[src/rtl/generic_fifo_ext_pkg.sv]
// Shared helpers for generic_fifo_ext: width calculation and modulo-DEPTH pointer increment.
package generic_fifo_ext_pkg;

    // Bits needed to index `value` items; never less than 1.
    function automatic int clog2(input int value);
        int r;
        r = 0;
        while ((1 << r) < value) r++;
        return (r < 1) ? 1 : r;
    endfunction

    // Works for any depth, not only powers of two.
    function automatic int wrap_inc(input int ptr, input int depth);
        return (ptr >= depth - 1) ? 0 : ptr + 1;
    endfunction

endpackage

[src/rtl/fifo_ptr_wrap.sv]
// FIFO pointer with enable that wraps DEPTH-1 -> 0; exposes current and next value.
module fifo_ptr_wrap
    import generic_fifo_ext_pkg::*;
#(
    parameter int DEPTH    = 8,
    parameter int PTR_SIZE = 3
) (
    input  logic                clk,
    input  logic                reset,
    input  logic                en,
    output logic [PTR_SIZE-1:0] ptr,
    output logic [PTR_SIZE-1:0] ptr_next
);

    always_comb ptr_next = en ? PTR_SIZE'(wrap_inc(int'(ptr), DEPTH)) : ptr;

    always_ff @(posedge clk or posedge reset) begin
        if (reset) ptr <= '0;
        else       ptr <= ptr_next;
    end

endmodule

[src/rtl/generic_fifo_ext.sv]
// Single-clock FIFO using all DEPTH entries (occupancy counter), optional FWFT read,
// almost-full/almost-empty thresholds and overflow/underflow pulses.
module generic_fifo_ext
    import generic_fifo_ext_pkg::*;
#(
    parameter int DATA_SIZE       = 32,
    parameter int DEPTH           = 8,
    parameter int FWFT            = 0,
    parameter int ALMOST_FULL_TH  = DEPTH - 1,
    parameter int ALMOST_EMPTY_TH = 1,
    localparam int PTR_SIZE       = clog2(DEPTH),
    localparam int CNT_SIZE       = clog2(DEPTH + 1)
) (
    input  logic                 clk,
    input  logic                 reset,
    input  logic                 write,
    input  logic [DATA_SIZE-1:0] data_in,
    input  logic                 read,
    output logic [DATA_SIZE-1:0] data_out,
    output logic                 full,
    output logic                 almost_full,
    output logic                 empty,
    output logic                 almost_empty,
    output logic                 overflow,
    output logic                 underflow,
    output logic [CNT_SIZE-1:0]  size
);

    localparam logic [CNT_SIZE-1:0] DEPTH_C = CNT_SIZE'(DEPTH);
    localparam logic [CNT_SIZE-1:0] AF_C    = CNT_SIZE'(ALMOST_FULL_TH);
    localparam logic [CNT_SIZE-1:0] AE_C    = CNT_SIZE'(ALMOST_EMPTY_TH);

    if (DATA_SIZE < 1 || DEPTH < 2 ||
        ALMOST_FULL_TH < 0 || ALMOST_FULL_TH > DEPTH ||
        ALMOST_EMPTY_TH < 0 || ALMOST_EMPTY_TH > DEPTH) begin : g_bad_cfg
        $error("generic_fifo_ext: DATA_SIZE/DEPTH/threshold parameters out of range");
    end

    logic [DATA_SIZE-1:0] mem [DEPTH];
    logic [PTR_SIZE-1:0]  wr_ptr, wr_next, rd_ptr, rd_next;
    logic                 wr_en, rd_en;
    logic [CNT_SIZE-1:0]  size_next;

    assign wr_en = write && !full;
    assign rd_en = read && !empty;

    always_comb size_next = size + CNT_SIZE'(wr_en) - CNT_SIZE'(rd_en);

    fifo_ptr_wrap #(.DEPTH(DEPTH), .PTR_SIZE(PTR_SIZE)) u_wr_ptr (
        .clk(clk), .reset(reset), .en(wr_en), .ptr(wr_ptr), .ptr_next(wr_next)
    );

    fifo_ptr_wrap #(.DEPTH(DEPTH), .PTR_SIZE(PTR_SIZE)) u_rd_ptr (
        .clk(clk), .reset(reset), .en(rd_en), .ptr(rd_ptr), .ptr_next(rd_next)
    );

    always_ff @(posedge clk) begin
        if (wr_en) mem[wr_ptr] <= data_in;
    end

    // Flags come from size_next so they line up with size in the same cycle.
    always_ff @(posedge clk or posedge reset) begin
        if (reset) begin
            size         <= '0;
            full         <= 1'b0;
            almost_full  <= 1'b0;
            almost_empty <= 1'b1;
            overflow     <= 1'b0;
            underflow    <= 1'b0;
        end else begin
            size         <= size_next;
            full         <= (size_next == DEPTH_C);
            almost_full  <= (size_next >= AF_C);
            almost_empty <= (size_next <= AE_C);
            overflow     <= write && full;
            underflow    <= read && empty;
        end
    end

    if (FWFT != 0) begin : g_fwft
        logic empty_q;
        // The head fetch reads memory before this edge's write lands, so a word
        // only counts as presented once it was stored on an earlier edge.
        always_ff @(posedge clk or posedge reset) begin
            if (reset) begin
                data_out <= '0;
                empty_q  <= 1'b1;
            end else begin
                data_out <= mem[rd_next];
                empty_q  <= ((size - CNT_SIZE'(rd_en)) == '0);
            end
        end
        assign empty = empty_q;
    end else begin : g_std
        always_ff @(posedge clk or posedge reset) begin
            if (reset)      data_out <= '0;
            else if (rd_en) data_out <= mem[rd_ptr];
        end
        assign empty = (size == '0);
    end

endmodule

[config.mk]
export PLATFORM = sky130hd
export DESIGN_NAME = generic_fifo_ext
export DESIGN_NICKNAME = d
export VERILOG_FILES = /design/src/rtl/generic_fifo_ext_pkg.sv /design/src/rtl/fifo_ptr_wrap.sv /design/src/rtl/generic_fifo_ext.sv
export SDC_FILE = /design/constraint.sdc
export NUM_CORES = 1
export LEC_CHECK = 0
export CAP_MARGIN = 20
export CORE_MARGIN = 2
export CORE_UTILIZATION = 50
export CTS_BUF_LIST = sky130_fd_sc_hd__clkbuf_4
export CTS_CLUSTER_DIAMETER = 100
export CTS_CLUSTER_SIZE = 20
export DETAILED_ROUTE_END_ITERATION = 12
export PLACE_DENSITY_LB_ADDON = 0.3
export SYNTH_ARGS = -nofsm -noshare
export SYNTH_HDL_FRONTEND = slang
export SYNTH_SLANG_ARGS = --single-unit
[constraint.sdc]
create_clock -name clk -period 7.6 [get_ports clk]
set_input_delay 1.52 -clock clk [delete_from_list [all_inputs] [get_ports clk]]
set_output_delay 1.52 -clock clk [all_outputs]
set_load 0.02 [all_outputs]
==> impl_metrics.json <==
{
  "die_h_um": 157.6,
  "ys_top_cells_by_count": "edfxtp_1 (256), mux2i_1 (104), nand2_1 (61)",
  "post_drt_via_cell_ratio": 5.521,
  "hpwl_um": 12810,
  "drv_cap": 0,
  "pwr_density_cell_nw_per_um2": 338.8,
  "fin_nets": 795,
  "setup_viol": 0,
  "cts_resized": 0,
  "place_area_um2": 12850,
  "portBuffers": 77,
  "grt.total_usage_pct": 18.55,
  "drtIter0Drc": 540,
  "fmax_mhz": 237.6,
  "synth-xor-area-share_pct": 0.1485,
  "synth_cell_types": 37,
  "fill_cells": 1777,
  "cpPeakStageDelay_ns": 0.62,
  "drtAntennaViolNets": 0,
  "first_pass_iters": 5,
  "path_class": "primary input to register",
  "setup_ws_ns": 3.392,
  "fin_cells": 1081,
  "path_delay_family": "buffers and inverters",
  "numCtsBuffers": 19,
  "crit_path_cell_trace": "clkdlybuf4s50_1 > nand2b_2 > buf_4 > inv_1 > ha_1 > inv_1 > ha_1 > inv_1 > fa_1 > xor2_1 > inv_1 > a31o_2",
  "cts_tree": "done",
  "period_share_pct": 55.37,
  "muxShareOfSynthArea_pct": 11.40,
  "cp_max_fo": 49,
  "tightest_slew_ns": 0.9415,
  "clk_latency_ns": 0.65,
  "worstPathArrival_ns": 4.78,
  "ys_ff_latch": 303,
  "antenna_found_initial": 1,
  "async_flop_share_pct": 15.51,
  "cp.buffers_inverters": 6,
  "core_area_um2": 23330,
  "synth.most_common_cell": "edfxtp_1",
  "synth_compound_area_share_pct": 4.996,
  "seqCellArea_um2": 8869,
  "drive_gt1_share_pct": 9.855,
  "finalSetupTns_ns": 0,
  "post-place-ws_ns": 2.639,
  "fp.dieArea_um2": 24830,
  "period_needed_ns": 4.208,
  "multiInputGateArea_um2": 2635,
  "p_leak_nw": 4.665,
  "synthAdderAreaFrac_pct": 1.124,
  "rows": 56,
  "boundaryPins": 78,
  "htreeDepth": 1,
  "clkSinkCount": 303,
  "synth_top_family_by_area": "multiplexers",
  "critPathSlowestCell": "inv_1",
  "grt_pass1_vias": 6082,
  "cts_hold_buf": 0,
  "wirelength_um": 22630,
  "hp-class": "register to register",
  "critical_path.most_common_cell": "inv_1",
  "yosysTopAreaCellShare_pct": 65.17,
  "maxSlewViolCount": 0,
  "grt_pass1_wl_um": 34630,
  "synth.avg_cell_area_um2": 17.60,
  "wl_per_cell_um": 20.93,
  "grt-ovfl-total": 0,
  "rsz0062_at_grt": "no",
  "postSynthCellCount": 670,
  "worstSetupEndpointType": "register",
  "die_width_um": 157.6,
  "gp_congestion": 0.7251,
  "r2r_slack_ns": 3.77,
  "yosys.area_share.simple_pct": 4.169,
  "status": "complete, no violations",
  "postCtsSetupBuffers": 0,
  "place_inst": 1047,
  "grt_max_degree": 50,
  "area_growth_pct": 11.14,
  "design_area_um2": 13110,
  "ys_seq_area_share_pct": 75.16,
  "clockBufferDepth": 3,
  "peakVddDrop_uv": 145.9,
  "synth_fp_nets": 716,
  "crit_required_ns": 8.18,
  "synthFlopType": "edfxtp_1",
  "root_buffer": "clkbuf_4",
  "slew_headroom_pct": 37.17,
  "start_util_pct": 50.55,
  "ys_warn_count": 0,
  "final-hold-violation-count": 0,
  "critPathLaunchType": "primary input",
  "yosysTopAreaCell": "edfxtp_1",
  "finalClockSkew_ns": 0.03194,
  "via_count": 5968,
  "clkTransAtPathRegs_ns": 0.19,
  "syn_area_um2": 11800,
  "hold_ws_ns": 0.5021,
  "synth_edf_count": 256,
  "drcViolationCount": 0,
  "synth_area_leaders": "edfxtp_1 (65%), dfrtp_1 (9.8%), mux2i_1 (8.8%), a22oi_1 (3.0%), mux4_1 (2.0%)"
}
cell usage in the layout, fill, tap and decap left out, types with 2 or more instances in the layout:
cell	instances
a21o_1	3
a22oi_1	47
a22oi_2	5
and2_1	3
buf_4	17
clkbuf_4	32
clkdlybuf4s50_1	77
dfrtp_1	45
edfxtp_1	256
ha_1	9
inv_1	11
mux2i_1	104
mux4_1	9
mux4_2	3
nand2_1	61
nand2b_1	3
nand3_1	20
nand4b_1	2
nor2_4	3
nor2b_2	2
nor3_1	2
nor3_2	4
o21ai_0	5
o21ai_1	19
o41ai_1	2
xor2_1	2
area by class of cell:
type,count,area share (%)
Sequential cell,303,67.65
Multi-Input combinational cell,319,20.10
Timing Repair Buffer,94,6.853
Tap cell,319,3.045
Clock buffer,32,1.833
Inverter,12,0.3436
Clock inverter,1,0.1527
Antenna cell,1,0.01909
per-layer routing:
metal	up-vias	wire length, µm	global-route usage [%]
met5	-	0	0
li1	2740	-	-
met4	0	350	3.896
met3	26	1107	2.190
met2	137	11680	33.15
met1	3065	9489	24.71
worst paths after layout:
check                             startpoint              end  cells after the start
worst min register to register  data_out[20]     data_out[20]                      2
max in group asynchronous              reset  u_rd_ptr.ptr[0]                      3
worst max-delay path                    read      almost_full                     12
min in group asynchronous              reset  u_rd_ptr.ptr[1]                      3
worst max register to register       size[2]      almost_full                     14
worst min-delay path            data_out[20]     data_out[20]                      2
flip-flops by register name, indices dropped and copies added (netlist names):
register / flops
size: 4
mem: 256
u_wr_ptr.ptr: 3
underflow: 1
overflow: 1
almost_empty: 1
almost_full: 1
full: 1
data_out: 32
u_rd_ptr.ptr: 3
cells by family after synthesis:
logic type | count (synthesis)
adder cells (fa/ha/maj) | 10
buffers and inverters | 48
multiplexers | 116
XOR/XNOR | 2
flip-flops | 303
AND/OR/NAND/NOR | 108
AO/OA/AOI/OAI | 83
through the flow:
| step | utilization (%) | power (mW) |
|---|---|---|
| floorplan | - | 3.360 |
| global placement | 55.06 | 3.773 |
| detailed placement | 55.06 | 3.835 |
| CTS | 56.17 | 4.478 |
| global route | 56.18 | 4.681 |
| finish | 56.18 | 4.441 |
power by group:
part | switching, mW | leakage [nW] | total (mW) | internal (mW)
registers | 0.199 | 2.89 | 2.30 | 2.10
clock network | 0.467 | 0.157 | 0.663 | 0.196
logic | 0.829 | 1.62 | 1.48 | 0.652
total | 1.49 | 4.67 | 4.44 | 2.95
worst reg2reg max path: cells and delay by family (launching register included):
| family | cells | cell delay (ns) |
|---|---|---|
| fa+ha+maj | 4 | 1.15 |
| simple gates | 2 | 0.35 |
| flops | 1 | 0.43 |
| compound gates | 1 | 0.24 |
| buf+inv | 6 | 1.41 |
| xor+xnor | 1 | 0.18 |
Note: power is estimated with default switching activity, not from simulation.
